==> config.mk <==
export PLATFORM = sky130hd
export DESIGN_NAME = maxnet_arbiter
export DESIGN_NICKNAME = d
export VERILOG_FILES = /design/src/rtl/maxnet_arbiter.sv
export SDC_FILE = /design/constraint.sdc
export NUM_CORES = 1
export LEC_CHECK = 0
export ABC_AREA = 1
export BUFFER_PORTS_ARGS = -buffer_cell sky130_fd_sc_hd__buf_2
export CORE_AREA = 2 2 278 280
export DETAILED_ROUTE_END_ITERATION = 12
export DIE_AREA = 0 0 280 282
export MAX_ROUTING_LAYER = met4
export PLACE_DENSITY = 0.41
export SKIP_LAST_GASP = 1
export SLEW_MARGIN = 25
export SYNTH_ARGS = -nofsm -noshare
export SYNTH_HDL_FRONTEND = slang
export SYNTH_SLANG_ARGS = --single-unit
==> constraint.sdc <==
create_clock -name clk -period 14 [get_ports clk]
set_input_delay 2.8 -clock clk [delete_from_list [all_inputs] [get_ports clk]]
set_output_delay 2.8 -clock clk [all_outputs]
set_load 0.02 [all_outputs]
==> src/rtl/maxnet_arbiter.sv <==
// maxnet_arbiter: round-robin arbiter that lets four requesters share a single
// Maxnet engine. The winner's operands are latched and one start pulse is sent.
// The engine's result, or a timeout error, goes back to the winner with an ack.
module maxnet_arbiter #(
  parameter int TIMEOUT = 255  // 1..65535 WAIT cycles before abort
) (
  input  logic         clk,
  input  logic         rst,
  input  logic [3:0]   req,
  input  logic [511:0] req_data,
  output logic [3:0]   gnt,
  output logic [3:0]   ack,
  output logic [31:0]  res_data,
  output logic         res_err,
  output logic         busy,
  output logic         mn_start,
  output logic [31:0]  mn_x1,
  output logic [31:0]  mn_x2,
  output logic [31:0]  mn_x3,
  output logic [31:0]  mn_x4,
  input  logic         mn_done,
  input  logic [31:0]  mn_result
);

  typedef enum logic [1:0] {IDLE, LAUNCH, WAIT, RESP} state_t;

  localparam logic [15:0] TO_LAST = 16'(TIMEOUT - 1);

  state_t        state_q;
  logic [1:0]    ptr_q;
  logic [1:0]    owner_q;
  logic [15:0]   cnt_q;
  logic [3:0]    gnt_q;
  logic [3:0]    ack_q;
  logic [31:0]   res_data_q;
  logic          res_err_q;
  logic          busy_q;
  logic          mn_start_q;
  logic [127:0]  ops_q;

  logic          win_vld_d;
  logic [1:0]    win_idx_d;
  logic [1:0]    cand_d;
  logic [1:0]    ptr_d;
  logic [127:0]  ops_d;

  // Round-robin pick: first requester with req set, scanning from ptr upward.
  always_comb begin
    win_vld_d = 1'b0;
    win_idx_d = ptr_q;
    cand_d    = ptr_q;
    for (int k = 0; k < 4; k++) begin
      cand_d = ptr_q + 2'(k);
      if (!win_vld_d && req[cand_d]) begin
        win_vld_d = 1'b1;
        win_idx_d = cand_d;
      end
    end
  end

  // Operand slice of the current round-robin candidate and the pointer after service.
  always_comb begin
    ops_d = req_data[{win_idx_d, 7'd0} +: 128];
    ptr_d = owner_q + 2'd1;
  end

  // Transaction FSM. All outputs are registered here.
  always_ff @(posedge clk or posedge rst) begin
    if (rst) begin
      state_q    <= IDLE;
      ptr_q      <= 2'd0;
      owner_q    <= 2'd0;
      cnt_q      <= 16'd0;
      gnt_q      <= 4'd0;
      ack_q      <= 4'd0;
      res_data_q <= 32'd0;
      res_err_q  <= 1'b0;
      busy_q     <= 1'b0;
      mn_start_q <= 1'b0;
      ops_q      <= 128'd0;
    end else begin
      mn_start_q <= 1'b0;
      ack_q      <= 4'd0;
      case (state_q)
        IDLE: begin
          if (win_vld_d) begin
            state_q    <= LAUNCH;
            owner_q    <= win_idx_d;
            gnt_q      <= 4'b0001 << win_idx_d;
            busy_q     <= 1'b1;
            mn_start_q <= 1'b1;
            ops_q      <= ops_d;
          end
        end
        LAUNCH: begin
          // mn_done here belongs to nobody and is dropped.
          cnt_q   <= 16'd0;
          state_q <= WAIT;
        end
        WAIT: begin
          // Completion takes priority over a timeout in the same cycle.
          if (mn_done) begin
            res_data_q <= mn_result;
            res_err_q  <= 1'b0;
            ack_q      <= gnt_q;
            state_q    <= RESP;
          end else if (cnt_q == TO_LAST) begin
            res_data_q <= 32'd0;
            res_err_q  <= 1'b1;
            ack_q      <= gnt_q;
            state_q    <= RESP;
          end else begin
            cnt_q <= cnt_q + 16'd1;
          end
        end
        RESP: begin
          // Release the grant; owner's req state is irrelevant by now.
          state_q   <= IDLE;
          gnt_q     <= 4'd0;
          busy_q    <= 1'b0;
          res_err_q <= 1'b0;
          ptr_q     <= ptr_d;
        end
        default: state_q <= IDLE;
      endcase
    end
  end

  assign gnt      = gnt_q;
  assign ack      = ack_q;
  assign res_data = res_data_q;
  assign res_err  = res_err_q;
  assign busy     = busy_q;
  assign mn_start = mn_start_q;
  assign mn_x1    = ops_q[31:0];
  assign mn_x2    = ops_q[63:32];
  assign mn_x3    = ops_q[95:64];
  assign mn_x4    = ops_q[127:96];

  // Grant and ack never name more than one requester.
  a_onehot: assert property (@(posedge clk) disable iff (rst)
    $onehot0(gnt_q) && $onehot0(ack_q));

endmodule

Word-level counts from Yosys, hierarchy flattened
Cells that the tools add are included.
{"block": "op_classes", "n_addsub": 5, "n_mul": 0, "n_div": 0, "order_cmp": 4, "eq_ne": 8, "shift": 2, "n_mux": 36, "bitwise_logic": 0, "reduce_logical": 17}
{"cell": "$shiftx A512 B10 Y128", "n": 1}
{"cell": "$mux W32", "n": 2}
{"cell": "$mux W16", "n": 2}
{"cell": "$pmux W16 S2", "n": 1}
{"cell": "$add A16 B1 Y16 const B", "n": 1}
{"cell": "$eq A16 B8 Y1 const B", "n": 1}
{"cell": "$mux W4", "n": 4}
{"cell": "$mux W1", "n": 13}
{"cell": "$lt A2 B3 Y1 const B", "n": 4}
{"cell": "$mux W2", "n": 6}
{"cell": "$reduce_and A2 Y1", "n": 5}
{"cell": "$bmux W1 S2", "n": 4}
{"cell": "$pmux W2 S4", "n": 1}
{"cell": "$pmux W4 S2", "n": 1}
{"cell": "$reduce_bool A2 Y1", "n": 4}
{"cell": "$ne A2 B2 Y1 const B", "n": 3}
{"cell": "$add A2 B1 Y2 const B", "n": 2}
{"cell": "$add A2 B2 Y2 const B", "n": 2}
{"cell": "$eq A2 B2 Y1 const B", "n": 2}
{"cell": "$pmux W1 S2", "n": 2}
{"cell": "$shl A1 B2 Y4 const A", "n": 1}
{"cell": "$logic_and A1 B1 Y1", "n": 3}
{"cell": "$logic_not A1 Y1", "n": 3}
{"cell": "$ne A3 B3 Y1 const B", "n": 1}
{"cell": "3 further kinds", "n": 3}
{"block": "word_totals", "register_bits": 193, "latchBits": 0, "ram_bits": 0, "mem_bits_ro": 0, "in_bits": 551, "out_inout_bits": 171, "elab_cells": 83, "memories": 0}

Longest topological paths before layout
{"block": "logic_depth", "word_depth": 15, "mapped_depth": 18}

Least setup slack after synthesis
Ideal clock, no wire load.
{"block": "synth_timing", "path_type": "input -> register", "startpoint": "input port req[2]", "endpoint": "register ops_q[10]", "t_arrival_ns": 3.996, "required_ns": 13.883, "path_slack_ns": 9.887, "cell_stages": 16, "cell_sequence": "inv_1 > nand2_1 > nand2_1 > nand2_1 > nand2_1 > nand3_1 > inv_1 > nand2_1 > nand3_1 > nand2_1 > buf_4 > buf_4 > nand2_1 > nand2_1 > nand2_1 > nand2_1"}
{"block": "synth_via", "elab_chain_len": 13, "elab_cells_between_ends": 23}
{"element": "from (decl)", "line": "9", "rtl": "input logic [3:0] req,"}
{"element": "$bmux W1 S2", "line": "54", "rtl": "if (!win_vld_d && req[cand_d]) begin"}
{"element": "$mux W1 (implied by the code)", "line": "54"}
{"element": "$mux W1", "line": "54"}
{"element": "$logic_not A1 Y1", "line": "54"}
{"element": "$logic_and A1 B1 Y1", "line": "54"}
{"element": "$mux W1", "line": "54"}
{"element": "$logic_not A1 Y1", "line": "54"}
{"element": "$logic_and A1 B1 Y1", "line": "54"}
{"element": "$mux W1", "line": "54"}
{"element": "$logic_not A1 Y1", "line": "54"}
{"element": "$logic_and A1 B1 Y1", "line": "54"}
{"element": "$mux W2 / $mux W1 (equally long branches)", "line": "54"}
{"element": "$shiftx A512 B10 Y128 / $reduce_and A2 Y1 (equally long branches)"}
{"element": "to (signal assigned)", "line": "92", "rtl": "ops_q <= ops_d;"}
{"element": "to (decl)", "line": "39", "rtl": "logic [127:0] ops_q;"}
Parallel ways exist; a longest one is shown, timed or not. The select of a mux whose other input is x is not followed.
A chain may end at the register's enable or synchronous reset.

Worst setup path after layout
{"block": "layout_timing", "startpoint": "input port req[3]", "endpoint": "register ops_q[30]"}
Same word-level chain as after synthesis.

==> flow_summary.yaml <==
sta:
  skew_ps: 19.8
  hold_viol: 0
  worst_pin_slew_ps: 975
  finalCritPeriodShare: 0.422
  report.final.slew_viol_count: 0
  tns_ps: 0
  max_clock_freq_ghz: 0.169
  setup_viol: 0
  timing.hold.ws_ps: 471
  rsz0062_at_grt: "false"
  max_slew_margin: 0.350
  fin_crit_ps: 5910
global_route:
  grt.overflow.total: 0
  grt_pass1_wl_um: 104000
  antenna_found_initial: 26
  track_usage: 0.180
  grt_pass1_vias: 16500
  grt_max_degree: 111
route:
  drt_wl_total_um: 71300
  wire_per_inst_um: 18.6
  vias: 17000
  drc_errors: 0
  ant_nets: 0
  via_per_inst: 4.43
  initialDrtViolationCount: 953
  first_pass_iters: 7
critical_path:
  critPathMaxFanout: 87
  worstPathArrival_ps: 6350
  startpoint: "req[3]"
  crit_required_ps: 14430
  crit_path_end_kind: "register"
  worstReg2RegStart: "ptr_q[0]"
  critPathKind: "in2reg"
  critPathLaunchType: "primary input"
power:
  seqPwrFrac: 0.175
  netSwitchingPower_mw: 3.23
  peakVddDrop_mv: 0.153
  p_per_area_nw_per_um2: 289
  p_int_mw: 2.14
  swShare: 0.601
  leakage_nw: 11.1
  combPwrFrac: 0.725
  clkPwrFrac: 0.100
cts:
  cts.sinks: 193
  cts_inserted_buffers: 17
  cts_max_path_buffers: 2
  cts.clk_slew.worst_paths_ps: 90
  root_buffer: "clkbuf_16"
  htreeDepth: 4
  post-cts-setup-buffers: 0
  clk_latency_ps: 500
  cts_tree: "done"
  hold_buffers: 0
  post_cts_resized: 0
synthesis:
  yosysWarnings: 0
  synth_cells: 2255
  synth_seq_cells: 193
  synth_area_leader_cell: "dfrtp_1"
  synthTopCellsByArea: "dfrtp_1, nand2_1, nand3_1, buf_2, buf_4"
  synth.distinct_cells: 28
  async_reset_ff_frac: 1.00
  syn-cell-area_um2: 13700
  synth_edf_count: 0
  synth_seq_area_share: 0.351
  avgSynthCellArea_um2: 6.10
  yosysTopAreaCellShare: 0.351
  mappedNetlistNets: 2813
  synthFlopType: "dfrtp_1"
floorplanning:
  coreArea_um2: 75700
  die_area_um2: 79000
  ios: 722
  num_rows: 101
  initial_core_util: 0.182
  die_width_um: 280
  die_y_um: 282
placement:
  port_buffers: 721
  placed_cells: 3794
  dp_hpwl_um: 51500
  place_area_um2: 17900
  routabilityCongestion: 0.832
layout:
  drive_gt1_frac: 0.278
  area_delta_synth_final_pct: 35.2
  final_cell_mix: "nand2_1, buf_2, nand3_1"
  fin_cells: 3845
  final_common_cell: "nand2_1"
  finish.utilization: 0.245
  fillers: 8825
  final_design_area_no_fill_um2: 18600
  nNetsFinal: 3394
run:
  max-cap-violations: 0
status:
  outcome: "complete, no violations"
worst_hold_path:
  hp-start: "res_data[5]"
  hold_path_class: "reg2reg"
==> path summary, 6_finish.rpt <==
check | to | slack, ps | cells after the start
max reg2reg | ops_q[30] | 9480 | 15
min in group asynchronous | ops_q[29] | 2340 | 2
max | ops_q[30] | 8090 | 14
max in group asynchronous | ops_q[64] | 9590 | 4
min reg2reg | res_data[5] | 470 | 2
min | res_data[5] | 470 | 2
==> stage by stage <==
stage	total power [mW]	worst slack, ps
5_1_grt	5.96	7780
6_report	5.37	8090
3_3_place_gp	4.90	7660
4_1_cts	5.46	8160
3_5_place_dp	4.89	7600
2_1_floorplan	3.70	5940
==> critical path, cell delays in order <==
cell,delay (ps)
buf_2,120
nand2_1,70
nand3_1,110
nand2_1,170
nand4_1,200
buf_4,640
buf_4,810
buf_4,700
nand3_1,150
nand2_1,120
nand2_1,60
nand2_1,100
nand2_1,50
nand2_1,80
==> final cells by class <==
cell class | instances | area, µm² | share of cell area
repair buffers | 746 | 3820 | 0.205
clock inverters | 15 | 189 | 0.0102
inverters | 37 | 151 | 0.00815
well taps | 978 | 1220 | 0.0658
multi-input cells | 1841 | 7900 | 0.425
diodes | 18 | 45.0 | 0.00242
flip-flops and latches | 193 | 4830 | 0.260
clock buffers | 17 | 425 | 0.0229
==> flip-flops by register name (all words and copies together) (netlist names) <==
signal / count
cnt_q: 16
owner_q: 2
ack: 4
res_data: 32
busy: 1
mn_start: 1
ops_q: 128
gnt: 4
ptr_q: 2
res_err: 1
state_q: 2
==> synth_stat cells, types with 8 or more instances <==
cell type and n:
buf_4 23, nand2_1 1182, nand3_1 578, clkbuf_1 34, nor2_1 19, o21ai_0 12, buf_2 120, o22ai_1 8
inv_1 32, dfrtp_1 193
==> per-layer routing <==
layer | up-vias | GRT usage | part of all wire
met4 | 0 | 0.0514 | 0.020
met1 | 7915 | 0.216 | 0.43
li1 | 8421 | - | -
met2 | 628 | 0.298 | 0.49
met3 | 68 | 0.0443 | 0.067
met5 | - | - | 0
==> power groups by stage <==
stage	sequential [mW]	combinational, mW	clock [mW]
4_1_cts	0.938	3.96	0.570
6_report	0.939	3.89	0.538
3_5_place_dp	0.943	3.94	0
5_1_grt	0.969	4.41	0.584
2_1_floorplan	1.20	2.50	0
3_3_place_gp	0.946	3.95	0
==> cells by family after synthesis <==
group,after synthesis,share of synthesized area
compound gates,29,0.0117
xor+xnor,8,0.00510
fa+ha+maj,7,0.00637
buf+inv,221,0.0776
flops,193,0.351
simple gates,1797,0.548
(Power assumes the default switching activity.)
